<file path="config.mk">
export PLATFORM = sky130hd
export DESIGN_NAME = morse_entry
export DESIGN_NICKNAME = d
export VERILOG_FILES = /design/src/rtl/morse_pkg.sv /design/src/rtl/morse_lut.sv /design/src/rtl/morse_entry.sv
export SDC_FILE = /design/constraint.sdc
export NUM_CORES = 1
export LEC_CHECK = 0
export ABC_AREA = 1
export BUFFER_PORTS_ARGS = -buffer_cell sky130_fd_sc_hd__buf_2
export CORE_UTILIZATION = 55
export DETAILED_ROUTE_END_ITERATION = 7
export PLACE_DENSITY = 0.83
export SLEW_MARGIN = 20
export SYNTH_ARGS = -nofsm -noshare
export SYNTH_HDL_FRONTEND = slang
export SYNTH_SLANG_ARGS = --single-unit
</file>
<file path="constraint.sdc">
create_clock -name clk -period 5.1 [get_ports clk]
set_input_delay 1.53 -clock clk [delete_from_list [all_inputs] [get_ports clk]]
set_output_delay 1.53 -clock clk [all_outputs]
set_load 0.05 [all_outputs]
</file>
<file path="src/rtl/morse_pkg.sv">
// Shared types and constants for the Morse key front end: FSM states, symbol limit and
// 7-segment glyphs ({dp,g,f,e,d,c,b,a}, active high).
package morse_pkg;

  typedef enum logic [1:0] {IDLE, PRESS, GAP} state_e;

  localparam int unsigned SYM_MAX = 5;

  localparam logic [7:0] SEG_BLANK = 8'h00;

  localparam logic [7:0] SEG_A = 8'h77;
  localparam logic [7:0] SEG_B = 8'h7C;
  localparam logic [7:0] SEG_C = 8'h39;
  localparam logic [7:0] SEG_D = 8'h5E;
  localparam logic [7:0] SEG_E = 8'h79;
  localparam logic [7:0] SEG_F = 8'h71;
  localparam logic [7:0] SEG_G = 8'h3D;
  localparam logic [7:0] SEG_H = 8'h76;
  localparam logic [7:0] SEG_I = 8'h30;
  localparam logic [7:0] SEG_J = 8'h1E;
  localparam logic [7:0] SEG_K = 8'h75;
  localparam logic [7:0] SEG_L = 8'h38;
  localparam logic [7:0] SEG_M = 8'h37;
  localparam logic [7:0] SEG_N = 8'h54;
  localparam logic [7:0] SEG_O = 8'h5C;
  localparam logic [7:0] SEG_P = 8'h73;
  localparam logic [7:0] SEG_Q = 8'h67;
  localparam logic [7:0] SEG_R = 8'h50;
  localparam logic [7:0] SEG_S = 8'h6D;
  localparam logic [7:0] SEG_T = 8'h78;
  localparam logic [7:0] SEG_U = 8'h3E;
  localparam logic [7:0] SEG_V = 8'h1C;
  localparam logic [7:0] SEG_W = 8'h2A;
  localparam logic [7:0] SEG_X = 8'h49;
  localparam logic [7:0] SEG_Y = 8'h6E;
  localparam logic [7:0] SEG_Z = 8'h5B;

  localparam logic [7:0] SEG_0 = 8'h3F;
  localparam logic [7:0] SEG_1 = 8'h06;
  localparam logic [7:0] SEG_2 = 8'h5B;
  localparam logic [7:0] SEG_3 = 8'h4F;
  localparam logic [7:0] SEG_4 = 8'h66;
  localparam logic [7:0] SEG_5 = 8'h6D;
  localparam logic [7:0] SEG_6 = 8'h7D;
  localparam logic [7:0] SEG_7 = 8'h07;
  localparam logic [7:0] SEG_8 = 8'h7F;
  localparam logic [7:0] SEG_9 = 8'h6F;

endpackage

</file>
<file path="src/rtl/morse_lut.sv">
// Combinational Morse pattern decoder: {sym_len, sym_bits} -> {valid, 7-segment code}.
// Dash = 1, first symbol is the MSB of the sym_len valid bits; unused upper bits must be 0.
module morse_lut
  import morse_pkg::*;
(
  input  logic [2:0] sym_len,
  input  logic [4:0] sym_bits,
  output logic       valid,
  output logic [7:0] code
);

  always_comb begin
    valid = 1'b1;
    code  = SEG_BLANK;
    case ({sym_len, sym_bits})
      {3'd2, 5'b00001}: code = SEG_A;
      {3'd4, 5'b01000}: code = SEG_B;
      {3'd4, 5'b01010}: code = SEG_C;
      {3'd3, 5'b00100}: code = SEG_D;
      {3'd1, 5'b00000}: code = SEG_E;
      {3'd4, 5'b00010}: code = SEG_F;
      {3'd3, 5'b00110}: code = SEG_G;
      {3'd4, 5'b00000}: code = SEG_H;
      {3'd2, 5'b00000}: code = SEG_I;
      {3'd4, 5'b00111}: code = SEG_J;
      {3'd3, 5'b00101}: code = SEG_K;
      {3'd4, 5'b00100}: code = SEG_L;
      {3'd2, 5'b00011}: code = SEG_M;
      {3'd2, 5'b00010}: code = SEG_N;
      {3'd3, 5'b00111}: code = SEG_O;
      {3'd4, 5'b00110}: code = SEG_P;
      {3'd4, 5'b01101}: code = SEG_Q;
      {3'd3, 5'b00010}: code = SEG_R;
      {3'd3, 5'b00000}: code = SEG_S;
      {3'd1, 5'b00001}: code = SEG_T;
      {3'd3, 5'b00001}: code = SEG_U;
      {3'd4, 5'b00001}: code = SEG_V;
      {3'd3, 5'b00011}: code = SEG_W;
      {3'd4, 5'b01001}: code = SEG_X;
      {3'd4, 5'b01011}: code = SEG_Y;
      {3'd4, 5'b01100}: code = SEG_Z;
      {3'd5, 5'b11111}: code = SEG_0;
      {3'd5, 5'b01111}: code = SEG_1;
      {3'd5, 5'b00111}: code = SEG_2;
      {3'd5, 5'b00011}: code = SEG_3;
      {3'd5, 5'b00001}: code = SEG_4;
      {3'd5, 5'b00000}: code = SEG_5;
      {3'd5, 5'b10000}: code = SEG_6;
      {3'd5, 5'b11000}: code = SEG_7;
      {3'd5, 5'b11100}: code = SEG_8;
      {3'd5, 5'b11110}: code = SEG_9;
      default:          valid = 1'b0;
    endcase
  end

endmodule

</file>
<file path="src/rtl/morse_entry.sv">
// Morse key front end: times presses/gaps, collects up to five symbols and shifts the decoded
// 7-segment byte into a 64-bit buffer. Define MORSE_AUTOCOMMIT_EN to commit on a gap timeout.
module morse_entry
  import morse_pkg::*;
#(
  parameter int unsigned DASH_TICKS = 25_000_000,
  parameter int unsigned GAP_TICKS  = 50_000_000
) (
  input  logic        clk,
  input  logic        rst,
  input  logic        key_in,
  input  logic        commit,
  input  logic        clear,
  output logic [63:0] seg_buf,
  output logic [7:0]  char_code,
  output logic        char_valid,
  output logic        err,
  output logic [2:0]  sym_len
);

  localparam int unsigned PW = $clog2(DASH_TICKS) + 1;
  localparam logic [PW-1:0] DASH_LIM = PW'(DASH_TICKS);
  localparam logic [2:0] LEN_MAX = 3'(SYM_MAX);

  state_e        state_q, state_d;
  logic [PW-1:0] press_q, press_d;
  logic [4:0]    bits_q, bits_d;
  logic [2:0]    len_q, len_d;
  logic [63:0]   seg_q, seg_d;
  logic [7:0]    code_q, code_d;
  logic          valid_q, valid_d;
  logic          err_q, err_d;
  logic          block_q, block_d;
  logic          timeout;
  logic          commit_now;
  logic          lut_valid;
  logic [7:0]    lut_code;

  morse_lut u_lut (
    .sym_len  (len_q),
    .sym_bits (bits_q),
    .valid    (lut_valid),
    .code     (lut_code)
  );

`ifdef MORSE_AUTOCOMMIT_EN
  localparam int unsigned GW = $clog2(GAP_TICKS) + 1;
  // The release edge is the first low cycle, so the last low cycle sees GAP_TICKS-2.
  localparam int unsigned GAP_LAST = (GAP_TICKS > 1) ? GAP_TICKS - 2 : 0;

  logic [GW-1:0] gap_q, gap_d;

  assign timeout = (state_q == GAP) && !key_in && (gap_q == GW'(GAP_LAST));

  // Counts only while idling low in GAP; any other path returns it to zero.
  always_comb begin
    gap_d = '0;
    if (!clear && (state_q == GAP) && !key_in && !commit && !timeout) begin
      gap_d = gap_q + 1'b1;
    end
  end

  always_ff @(posedge clk or posedge rst) begin
    if (rst) begin
      gap_q <= '0;
    end else begin
      gap_q <= gap_d;
    end
  end
`else
  assign timeout = 1'b0;
`endif

  assign commit_now = (state_q == GAP) && (commit || timeout);

  always_comb begin
    state_d = state_q;
    press_d = press_q;
    bits_d  = bits_q;
    len_d   = len_q;
    seg_d   = seg_q;
    code_d  = code_q;
    valid_d = 1'b0;
    err_d   = 1'b0;
    block_d = block_q && key_in;

    if (clear) begin
      state_d = IDLE;
      press_d = '0;
      bits_d  = '0;
      len_d   = '0;
      seg_d   = '0;
      // A key held across clear must be released before it counts again.
      block_d = key_in;
    end else begin
      case (state_q)
        IDLE: begin
          if (key_in && !block_q) begin
            state_d = PRESS;
            press_d = PW'(1);
          end
        end
        PRESS: begin
          if (key_in) begin
            if (press_q < DASH_LIM) begin
              press_d = press_q + 1'b1;
            end
          end else if (len_q < LEN_MAX) begin
            bits_d  = {bits_q[3:0], (press_q >= DASH_LIM)};
            len_d   = len_q + 1'b1;
            press_d = '0;
            state_d = GAP;
          end else begin
            err_d   = 1'b1;
            bits_d  = '0;
            len_d   = '0;
            press_d = '0;
            state_d = IDLE;
          end
        end
        GAP: begin
          if (commit_now) begin
            if (lut_valid) begin
              seg_d   = {seg_q[55:0], lut_code};
              code_d  = lut_code;
              valid_d = 1'b1;
            end else begin
              err_d = 1'b1;
            end
            bits_d  = '0;
            len_d   = '0;
            state_d = IDLE;
          end else if (key_in) begin
            press_d = PW'(1);
            state_d = PRESS;
          end
        end
        default: state_d = IDLE;
      endcase
    end
  end

  always_ff @(posedge clk or posedge rst) begin
    if (rst) begin
      state_q <= IDLE;
      press_q <= '0;
      bits_q  <= '0;
      len_q   <= '0;
      seg_q   <= '0;
      code_q  <= '0;
      valid_q <= 1'b0;
      err_q   <= 1'b0;
      block_q <= 1'b0;
    end else begin
      state_q <= state_d;
      press_q <= press_d;
      bits_q  <= bits_d;
      len_q   <= len_d;
      seg_q   <= seg_d;
      code_q  <= code_d;
      valid_q <= valid_d;
      err_q   <= err_d;
      block_q <= block_d;
    end
  end

  assign seg_buf    = seg_q;
  assign char_code  = code_q;
  assign char_valid = valid_q;
  assign err        = err_q;
  assign sym_len    = len_q;

endmodule

</file>
## Word-level counts from Yosys, hierarchy flattened

Cells that the tools add are included.

- Bits of input ports: 5
- Logic and storage cells: 119
- Output and inout port bits: 77
- Bits in registers: 111

- Multiplexer cells: 41
- Reductions and logical operators: 18
- Bitwise operators: 1
- Order comparisons: 3
- $add $sub $neg: 2
- Eq/ne operators: 45

Operator list:

| operator | count |
|---|---|
| 64-bit two-way mux | 4 |
| 7-bit case mux with 34 select lines | 1 |
| 8-bit == test, second input constant | 22 |
| 26-bit two-way mux | 6 |
| 8-bit by 7-bit == test with 1-bit output, second input constant | 12 |
| 26-bit case mux with 3 select lines | 1 |
| 36-bit OR reduction | 1 |
| 26-bit by 1-bit adder with 26-bit output, second input constant | 1 |
| 26-bit by 25-bit >= comparator with 1-bit output, second input constant | 1 |
| 26-bit by 25-bit < comparator with 1-bit output, second input constant | 1 |
| 5-bit two-way mux | 4 |
| 8-bit by 6-bit == test with 1-bit output, second input constant | 2 |
| 3-bit inequality test, second input constant | 5 |
| 2-bit two-way mux | 6 |
| 3-bit two-way mux | 4 |
| 1-bit two-way mux | 11 |
| 5-bit case mux with 2 select lines | 1 |
| 3-bit AND reduction | 3 |
| 4-bit inequality test, second input constant | 2 |
| 2-bit case mux with 3 select lines | 1 |
| 3-bit case mux with 2 select lines | 1 |
| 2-bit nonzero test | 3 |
| 5-bit AND reduction | 1 |
| 4-bit AND reduction | 1 |
| other kinds (12) | 15 |

## Depth between registers and ports, before layout

Gate-level depths: netlist of run 1.

- Word-level depth: 7
- Gate-level depth with buffers: 15
- Depth with buffers taken out: 12

## Cells and area by module

From an unflattened synthesis of run 1, not the netlist that was laid out.

- Cells, all modules: 832
- Area, all modules: 6062.1 um2

By module, submodules not included:

| module | cells an instance | sequential area each (um2) | times used | area each (um2) |
|---|---|---|---|---|
| morse_entry | 640 | 2777.7 | 1 | 5245.0 |
| morse_lut | 192 | 0.0 | 1 | 817.0 |

## Worst setup path after synthesis of run 1

Ideal clock, no wire load.

- Path kind: input port to flip-flop
- Start point: input key_in
- End point: register press_q[20]
- Stages: 7
- Arrival time: 2.668 ns
- Setup slack: 2.366 ns
- Data required time: 5.034 ns
- Setup time: 0.066 ns
- Cells stage by stage: inv_1 nor3_1 inv_1 nor3_2 buf_2 o21ai_0 nand2_1

- Longest elaborated chain between the ends: 3

RTL lines:

| item | line | source |
|---|---|---|
| start: declaration | morse_entry.sv:11 | `input logic key_in,` |
| 26-bit two-way mux or 1-bit logical AND (tied branches) | morse_entry.sv:104, morse_entry.sv:98 |  |
| 26-bit case mux with 3 select lines or 3-bit inequality test (tied branches) | - |  |
| 26-bit two-way mux or 5-bit AND reduction (tied branches) | - |  |
| end signal: assignment | morse_entry.sv:156 | `press_q <= press_d;` |
| end: declaration | morse_entry.sv:26 | `logic [PW-1:0] press_q, press_d;` |

Several ways; a longest one is shown, not always the timed one.
A chain may end at the register's enable or synchronous reset.

## Worst setup path in the final report of run 1

- Start point: register len_q[1], in the netlist sym_len[1]
- End point: register seg_q[42], in the netlist seg_buf[42]

- Longest elaborated chain between the ends: 5

RTL lines:

| item | line | source |
|---|---|---|
| start: declaration | morse_entry.sv:28 | `logic [2:0] len_q, len_d;` |
| start signal: assignment | morse_entry.sv:158 | `len_q <= len_d;` |
| 8-bit by 7-bit == test with 1-bit output (tied with other cells) | morse_lut.sv:15 | `case ({sym_len, sym_bits})` |
| 36-bit OR reduction (no source line) * | - |  |
| 1-bit two-way mux * | morse_lut.sv:15 |  |
| 2-bit nonzero test (no source line) * | - |  |
| 3-bit AND reduction (no source line) * | - |  |
| end signal: assignment | morse_entry.sv:159 | `seg_q <= seg_d;` |
| end: declaration | morse_entry.sv:29 | `logic [63:0] seg_q, seg_d;` |

Mark *: on every way between the ends. The rest lies on a longest branch, timed or not.

==> flow_summary.yaml, run 1 <==
run_status:
  outcome: "finished clean"
synthesis:
  synth_commonest_cells: "218 x nand2_1, 143 x nand3_1, 102 x dfrtp_1"
  yosysSeqAreaShare: 0.449
  ys_top_cells_by_area: "dfrtp_1 45%, nand2_1 14%, nand3_1 13%"
  synth_edf_count: 0
  syn_area_per_cell_sq_um: 7.29
  synthArstFlopShare: 1.00
  syn_inst: 779
  synth_area_sq_um: 5680
  synth-seq-cells: 102
  synthFlopType: "dfrtp_1"
  yosysWarningCount: 0
  synth_most_common_cell: "nand2_1"
  synth.distinct_cells: 29
  yosys.area.top_type: "dfrtp_1"
  yosysTopAreaCellShare: 0.449
final_layout:
  n_antenna_cell: 0
  nFillCells: 929
  syn2layout_area_growth_pct: 10.4
  drive_gt1_frac: 0.137
  final_core_util: 0.633
  layout.nets: 847
  seq_area_sq_um: 2550
  multi_input_area_sq_um: 2670
sta:
  fmax_ghz: 0.291
  setup_tns_ns: 0
  finalCriticalPeriod_ns: 3.43
  max_slew_margin: 0.331
  finalCritPeriodShare: 0.673
  worst_slew_pin_slew_ns: 1.00
  skew_ns: 0.0244
  rsz0062_at_grt: "no"
  drv_slew: 0
  setup_viol: 0
  hold_viol_final: 0
grt:
  grtUsageTotal: 0.264
  grt_pass1_wl_mm: 23.2
  grt_pass1_vias: 4847
  antenna_found_initial: 0
  grt_start_max_net_pins: 59
  grt_overflow_total: 0
die:
  die_y_microns: 104
  die_w_microns: 104
  rows: 36
  num_io_pins: 82
  core_sq_um: 9910
  die_area_sq_um: 10700
  start_util: 0.573
power:
  clkPwrFrac: 0.253
  power.density_nw_per_um2: 355
  p_comb_frac: 0.347
  switching_share: 0.431
  peakVddDrop_mv: 0.334
  leakage_nw: 3.67
  power_frac_seq: 0.400
  switching_power_uw: 960
  p_int_mw: 1.27
worst_setup_path:
  cp_cell_sequence: "inv_2, nand2_2, nor2_2, nand3_1, and2_1, nand2_1, nor2_1, nand2_2, buf_4, nand2_2, nand3_1, nand2_1"
  crit_type: "reg -> reg"
  start_kind: "flip-flop"
  critPathBufInv: 2
  endpoint_kind: "flip-flop"
  path_common_cell: "nand2_2"
  cp.required_ns: 5.37
  crit_family: "simple AND/OR/NAND/NOR gates"
  cpPeakStageDelay_ns: 0.73
  path_max_fanout: 58
  slowest_stage: "nand2_2"
  arrival_ns: 3.70
cts:
  cts_tree: "yes"
  clkLatencyLatePin_ns: 0.38
  hold_buffers: 0
  clkSinkCount: 102
  cts_made_buffers: 9
  clock_path_buffers: 2
  h-tree-depth: 3
  ctsResizeCount: 0
  post_cts_buffers: 0
  cts.clk_slew.worst_paths_ns: 0.11
  root_buffer: "clkbuf_8"
routing:
  drt-total-wl_mm: 13.7
  drt-initial-drc-count: 425
  drcViolationCount: 0
  drt-pass1-iter-count: 6
  wl_per_cell_microns: 14.1
  num_vias: 5367
  final_antenna_net_count: 0
  detail_route.vias_per_cell: 5.52
min_path:
  hold_path_class: "reg -> reg"
place:
  port_buffers: 72
  gp_congestion: 0.943
  hpwl_mm: 9.53
run:
  cap_viol_max_count: 0
==> worst paths after layout <==
path	endpoint	startpoint	cells past startpoint	slack, ns
max in group asynchronous	press_q[22]	rst	3	3.11
min in group asynchronous	seg_buf[28]	rst	2	1.11
worst min-delay path	char_code[6]	char_code[6]	2	0.50
worst max-delay path	seg_buf[42]	sym_len[1]	12	1.67
worst max register to register	seg_buf[42]	sym_len[1]	12	1.67
worst min register to register	char_code[6]	char_code[6]	2	0.50
==> flip-flops by register name (all words and copies together) (netlist names) <==
register and count:
char_code 7, char_valid 1, block_q 1, press_q 26
bits_q 5, err 1, state_q 2, seg_buf 56
sym_len 3
==> cells in the final DEF, fill, tap and decap left out, types with 2 or more instances in the layout <==
| cell | instances |
|---|---|
| nand4_1 | 14 |
| nor3_1 | 17 |
| inv_6 | 2 |
| xnor2_1 | 5 |
| buf_4 | 6 |
| nor2_2 | 3 |
| nand2_2 | 8 |
| ha_1 | 7 |
| nand2_1 | 218 |
| inv_2 | 6 |
| o22ai_1 | 6 |
| o21ai_0 | 20 |
| nor2_1 | 92 |
| nand3b_1 | 4 |
| xor2_1 | 11 |
| o21ai_1 | 6 |
| nand3_1 | 143 |
| inv_1 | 58 |
| conb_1 | 9 |
| clkbuf_8 | 9 |
| a21oi_1 | 10 |
| clkinv_8 | 2 |
| buf_2 | 72 |
| dfrtp_1 | 102 |
==> per-layer routing <==
layer  vias to the layer above  share of wire  global-route usage
met5                         -              0                   0
met4                         0          0.019              0.0901
met3                        24          0.048              0.0346
met2                       170           0.49               0.434
met1                      2564           0.45               0.362
li1                       2609              -                   -
==> per-stage QoR <==
stage / instances / setup WS [ns] / instance area, sq um / power (mW) / hold WS [ns]
finish: 973 / 1.67 / 6270 / 2.23 / 0.498
global route: 973 / 1.25 / 6270 / 2.36 / 0.526
CTS: 973 / 1.69 / 6270 / 2.23 / 0.496
detailed placement: 957 / 1.61 / 6050 / 1.68 / 0.461
global placement: 957 / 1.68 / 6050 / 1.67 / 0.463
floorplan: 787 / 0.895 / 5710 / 1.54 / 0.460
==> cell type report <==
class	instances	area share
multi-input cells	578	0.426
flip-flops and latches	102	0.407
repair buffers	78	0.0646
inverters	66	0.0399
well taps	133	0.0265
clock buffers	9	0.0197
clock inverters	7	0.0160
==> tightest hold or removal path, stage by stage (launching register included) <==
cell,delay (ns)
dfrtp_1,0.36
nand2_1,0.05
nand2_1,0.05
==> cells by family (layout without fill, tap and decap cells) <==
family / after synthesis / count (layout) / share of synthesized area
AND/OR/NAND/NOR: 504 / 504 / 0.385
adder cells (fa/ha/maj): 7 / 7 / 0.0154
buffers and inverters: 107 / 160 / 0.0868
flip-flops: 102 / 102 / 0.449
XOR/XNOR: 16 / 16 / 0.0247
AO/OA/AOI/OAI: 42 / 42 / 0.0383
other: 1 / 9 / 0.000660
==> power groups by stage <==
stage / registers, mW / clock network (mW) / logic (mW)
detailed placement: 0.907 / 0 / 0.771
finish: 0.892 / 0.563 / 0.773
floorplan: 1.01 / 0 / 0.532
global route: 0.899 / 0.605 / 0.860
CTS: 0.892 / 0.568 / 0.774
global placement: 0.905 / 0 / 0.769
No activity file was read; power rests on OpenSTA's default activity.
==> inputs of run 2 (changes only) <==
==> constraint.sdc (replaced) <==
create_clock -name clk -period 3.53 [get_ports clk]
set_input_delay 1.059 -clock clk [delete_from_list [all_inputs] [get_ports clk]]
set_output_delay 1.059 -clock clk [all_outputs]
set_load 0.05 [all_outputs]
==> flow_summary.yaml, run 2 (same netlist as run 1, synthesis figures left out) <==
run_status:
  outcome: "finished clean"
routing:
  detail_route.vias_per_cell: 5.39
  drt-pass1-iter-count: 5
  drt-initial-drc-count: 339
  num_vias: 5258
  wl_per_cell_microns: 13.8
  drcViolationCount: 0
  drt-total-wl_mm: 13.4
  final_antenna_net_count: 0
cts:
  clock_path_buffers: 2
  cts_tree: "yes"
  h-tree-depth: 3
  root_buffer: "clkbuf_8"
  cts_made_buffers: 9
  hold_buffers: 0
  cts.clk_slew.worst_paths_ns: 0.11
  ctsResizeCount: 0
  post_cts_buffers: 0
  clkLatencyLatePin_ns: 0.38
  clkSinkCount: 102
worst_setup_path:
  slowest_stage: "dfrtp_1"
  start_kind: "flip-flop"
  worstSetupStartpoint: "sym_len[0]"
  cp.required_ns: 3.84
  path_common_cell: "nand2_2"
  endpoint_kind: "flip-flop"
  reg2reg_depth: 12
  critPathBufInv: 3
  cpPeakStageDelay_ns: 0.48
  arrival_ns: 3.00
  r2r_setup_slack_ns: 0.84
  endpoint: "seg_buf[41]"
  cp_cell_sequence: "inv_2, nand2_2, nor2_2, buf_4, a21oi_1, nand2_1, nor2_1, nand2_2, nand2_2, buf_4, nand3_1, nand2_1"
  path_max_fanout: 56
  crit_type: "reg -> reg"
  cp_num_cells: 12
  crit_family: "simple AND/OR/NAND/NOR gates"
  worst_r2r_endpoint: "seg_buf[41]"
  r2r-start: "sym_len[0]"
power:
  switching_share: 0.435
  clkPwrFrac: 0.220
  power_frac_seq: 0.411
  p_comb_frac: 0.369
  power.density_nw_per_um2: 501
  p_int_mw: 1.77
  leakage_nw: 3.66
  switching_power_mw: 1.37
  peakVddDrop_mv: 0.409
sta:
  hold_viol_final: 0
  finalCritPeriodShare: 0.761
  max_slew_margin: 0.585
  fmax_ghz: 0.372
  setup_ws_ns: 0.844
  rsz0062_at_grt: "no"
  drv_slew: 0
  setup_tns_ns: 0
  worst_slew_pin_slew_ns: 0.622
  skew_ns: 0.0186
  setup_viol: 0
  finalCriticalPeriod_ns: 2.69
die:
  core_sq_um: 9910
  die_area_sq_um: 10700
  start_util: 0.573
  rows: 36
  num_io_pins: 82
  die_y_microns: 104
  die_w_microns: 104
run:
  cap_viol_max_count: 0
grt:
  grt_overflow_total: 0
  grt_start_max_net_pins: 103
  grt_pass1_wl_mm: 23.2
  grtUsageTotal: 0.264
  grt_pass1_vias: 4872
  antenna_found_initial: 0
final_layout:
  layout_commonest_cell: "nand2_1"
  drive_gt1_frac: 0.139
  nFillCells: 929
  syn2layout_area_growth_pct: 10.2
  largest_reg_flops: 56
  n_antenna_cell: 0
  final_cell_mix: "218 x nand2_1, 143 x nand3_1, 102 x dfrtp_1, 92 x nor2_1, 72 x buf_2"
  layout.nets: 850
place:
  port_buffers: 72
  hpwl_mm: 9.38
  dp_slack_ns: 0.846
  gp_congestion: 0.994
min_path:
  hold_path_class: "reg -> reg"
run 2: worst min path at each step:
stage	start	end	cells after the start
4_1_cts	char_code[0]	char_code[0]	2
5_1_grt	char_code[5]	char_code[5]	2
6_report	char_code[0]	char_code[0]	2
3_5_place_dp	char_code[1]	char_code[1]	2
3_3_place_gp	char_code[2]	char_code[2]	2
2_1_floorplan	block_q	block_q	2
run 2: worst reg2reg max path: cells and delay by family, from the launching register on:
kind / cells / cell delay [ns]
AND/OR/NAND/NOR: 8 / 1.18
buffers and inverters: 3 / 0.74
flip-flops: 1 / 0.48
AO/OA/AOI/OAI: 1 / 0.22
run 2: power by group through the flow:
| stage | sequential, mW | combinational, mW | clock, mW |
|---|---|---|---|
| finish | 1.29 | 1.16 | 0.692 |
| global route | 1.30 | 1.28 | 0.755 |
| CTS | 1.29 | 1.16 | 0.712 |
| detailed placement | 1.31 | 1.15 | 0 |
| global placement | 1.31 | 1.14 | 0 |
| floorplan | 1.46 | 0.768 | 0 |
run 2: routing by layer:
layer,GRT usage,share of wire,vias up,routed length (microns)
met5,0,0,-,0
met4,0.0797,0.018,0,242
met3,0.0459,0.047,22,637
met2,0.429,0.49,142,6610
met1,0.363,0.44,2481,5950
li1,-,-,2613,-
run 2: through the flow:
stage / total power, mW / hold slack (ns) / area [sq um] / utilization / cells
after floorplan: 2.23 / 0.460 / 5720 / - / 787
after global placement: 2.45 / 0.460 / 6080 / 0.614 / 960
after detailed placement: 2.46 / 0.467 / 6080 / 0.614 / 960
after CTS: 3.16 / 0.503 / 6260 / 0.632 / 975
after global routing: 3.34 / 0.521 / 6260 / 0.632 / 975
final: 3.14 / 0.498 / 6260 / 0.632 / 975
run 2: final cells by class:
class                      instances  area (sq um)  share of cell area
multi-input combinational        578          2670               0.427
clock inverter                     6          55.1             0.00879
tap                              133           166              0.0266
timing repair buffer              81           440              0.0703
clock buffer                       9           124              0.0198
inverter                          66           251              0.0402
sequential                       102          2550               0.408
==> inputs of run 3 (changes only) <==
--- a/config.mk
+++ b/config.mk
@@ -7,9 +7,9 @@
 export LEC_CHECK = 0
 export ABC_AREA = 1
 export BUFFER_PORTS_ARGS = -buffer_cell sky130_fd_sc_hd__buf_2
-export CORE_UTILIZATION = 55
+export CORE_UTILIZATION = 52
 export DETAILED_ROUTE_END_ITERATION = 7
-export PLACE_DENSITY = 0.83
+export PLACE_DENSITY = 0.82
 export SLEW_MARGIN = 20
 export SYNTH_ARGS = -nofsm -noshare
 export SYNTH_HDL_FRONTEND = slang
==> constraint.sdc (replaced) <==
create_clock -name clk -period 2.35 [get_ports clk]
set_input_delay 0.705 -clock clk [delete_from_list [all_inputs] [get_ports clk]]
set_output_delay 0.705 -clock clk [all_outputs]
set_load 0.05 [all_outputs]
==> flow_summary.yaml, run 3 (same netlist as run 1, synthesis figures left out) <==
die:
  rows: 37
  num_io_pins: 82
  die_y_microns: 107
  die_w_microns: 107
  die_area_sq_um: 11300
  core_sq_um: 10500
  start_util: 0.543
worst_setup_path:
  cp.required_ns: 2.61
  path_max_fanout: 16
  crit_type: "reg -> reg"
  worstSetupStartpoint: "sym_len[1]"
  endpoint_kind: "flip-flop"
  arrival_ns: 2.40
  r2r-start: "sym_len[1]"
  start_kind: "flip-flop"
  reg2reg_depth: 14
routing:
  drt-pass1-iter-count: 5
  detail_route.vias_per_cell: 5.41
  wl_per_cell_microns: 14.3
  final_antenna_net_count: 0
  num_vias: 5340
  drcViolationCount: 0
  drt-total-wl_mm: 14.1
  drt-initial-drc-count: 445
sta:
  max_slew_margin: 0.598
  worst_slew_pin_slew_ns: 0.603
  finalCritPeriodShare: 0.909
  drv_slew: 0
  setup_tns_ns: 0
  skew_ns: 0.0108
  finalCriticalPeriod_ns: 2.14
  fmax_ghz: 0.468
  rsz0062_at_grt: "no"
  setup_viol: 0
  hold_viol_final: 0
grt:
  met1_usage: 0.345
  grt.busiest_layer: "met2"
  grtUsageTotal: 0.258
  grt_overflow_total: 0
  grtUsageMet2: 0.421
  antenna_found_initial: 0
  grtUsageMet3: 0.0527
  grt_pass1_vias: 4937
  grt_start_max_net_pins: 58
  grt_pass1_wl_mm: 23.3
power:
  peakVddDrop_mv: 0.821
  leakage_nw: 3.77
  power.density_nw_per_um2: 799
final_layout:
  final_cell_mix: "218 x nand2_1, 143 x nand3_1, 100 x dfrtp_1, 83 x nor2_1, 72 x buf_2"
  final_core_util: 0.623
  layout_commonest_cell: "nand2_1"
  n_antenna_cell: 0
  drive_gt1_frac: 0.163
  syn2layout_area_growth_pct: 14.7
  largest_reg_flops: 56
  layout.nets: 860
  nFillCells: 983
run_status:
  outcome: "finished clean"
cts:
  clkLatencyLatePin_ns: 0.37
  root_buffer: "clkbuf_8"
  cts_tree: "yes"
  cts_made_buffers: 9
  cts.clk_slew.worst_paths_ns: 0.09
  clock_path_buffers: 2
  clkSinkCount: 102
  h-tree-depth: 3
run:
  cap_viol_max_count: 0
min_path:
  hold_path_class: "in -> async"
place:
  gp_congestion: 0.963
  hpwl_mm: 9.74
  port_buffers: 72
[run 3: cell count changes in the layout (fill, tap and decap cells not counted), moves of 3 or more]
cell	delta
buf_6	+3
buf_12	+3
nor2_1	-9
nor2_2	+4
nor2_4	+5
[run 3: layout make-up]
class / instances / area, sq um / area share
multi-input combinational: 578 / 2740 / 0.420
inverter: 66 / 251 / 0.0386
tap: 136 / 170 / 0.0261
sequential: 102 / 2550 / 0.392
timing repair buffer: 91 / 599 / 0.0919
clock buffer: 9 / 124 / 0.0190
clock inverter: 5 / 83.8 / 0.0129
[run 3: per-stage QoR]
step           setup slack [ns]  instance area, sq um  hold slack, ns  power [mW]  cells
6_report                  0.214                  6520           0.398        5.21    987
5_1_grt                 0.00112                  6520           0.428        5.51    987
4_1_cts                   0.134                  6380           0.403        4.98    983
3_5_place_dp              0.159                  6170           0.462        3.79    969
3_3_place_gp              0.180                  6170           0.466        3.78    969
2_1_floorplan             0.135                  5720           0.460        3.35    787
[run 3: per-layer routing]
layer / routed length [microns] / share of wire / vias up
met1: 6250 / 0.44 / 2509
met5: 0 / 0 / -
met4: 235 / 0.017 / 0
met2: 6840 / 0.48 / 167
li1: - / - / 2638
met3: 796 / 0.056 / 26
[run 3: repair_timing]
action | in CTS | in global routing
endpoints found under the setup margin | 0 | 63
buffers inserted | 0 | 1
hold buffers | 0 | 0
gates resized for setup | 0 | 22
[run 3: path summary, 6_finish.rpt]
check / end / slack, ns
worst max-delay path: char_code[6] / 0.21
worst min-delay path: seg_buf[59] / 0.40
min in group clk: char_code[1] / 0.49
max in group asynchronous: seg_buf[32] / 1.34
worst min register to register: char_code[1] / 0.49
worst max register to register: char_code[6] / 0.21
[run 3: worst max-delay path, cell delays in order (launching register included)]
cell     delay (ns)
dfrtp_1        0.44
inv_2          0.13
nand2_2        0.11
nor2_4         0.19
buf_6          0.16
nand2_1        0.09
nand2_1        0.12
nor2_4         0.05
nand3_1        0.11
nor2_4         0.05
nand2_4        0.12
buf_12         0.16
nand2_2        0.12
nand2_1        0.11
nand2_1        0.05
[run 3: power by group]
group	total (mW)	internal, mW	switching, mW	leakage (nW)
clock	1.19	0.592	0.595	0.0978
combinational	2.08	0.629	1.45	2.26
sequential	1.94	1.85	0.0895	1.41
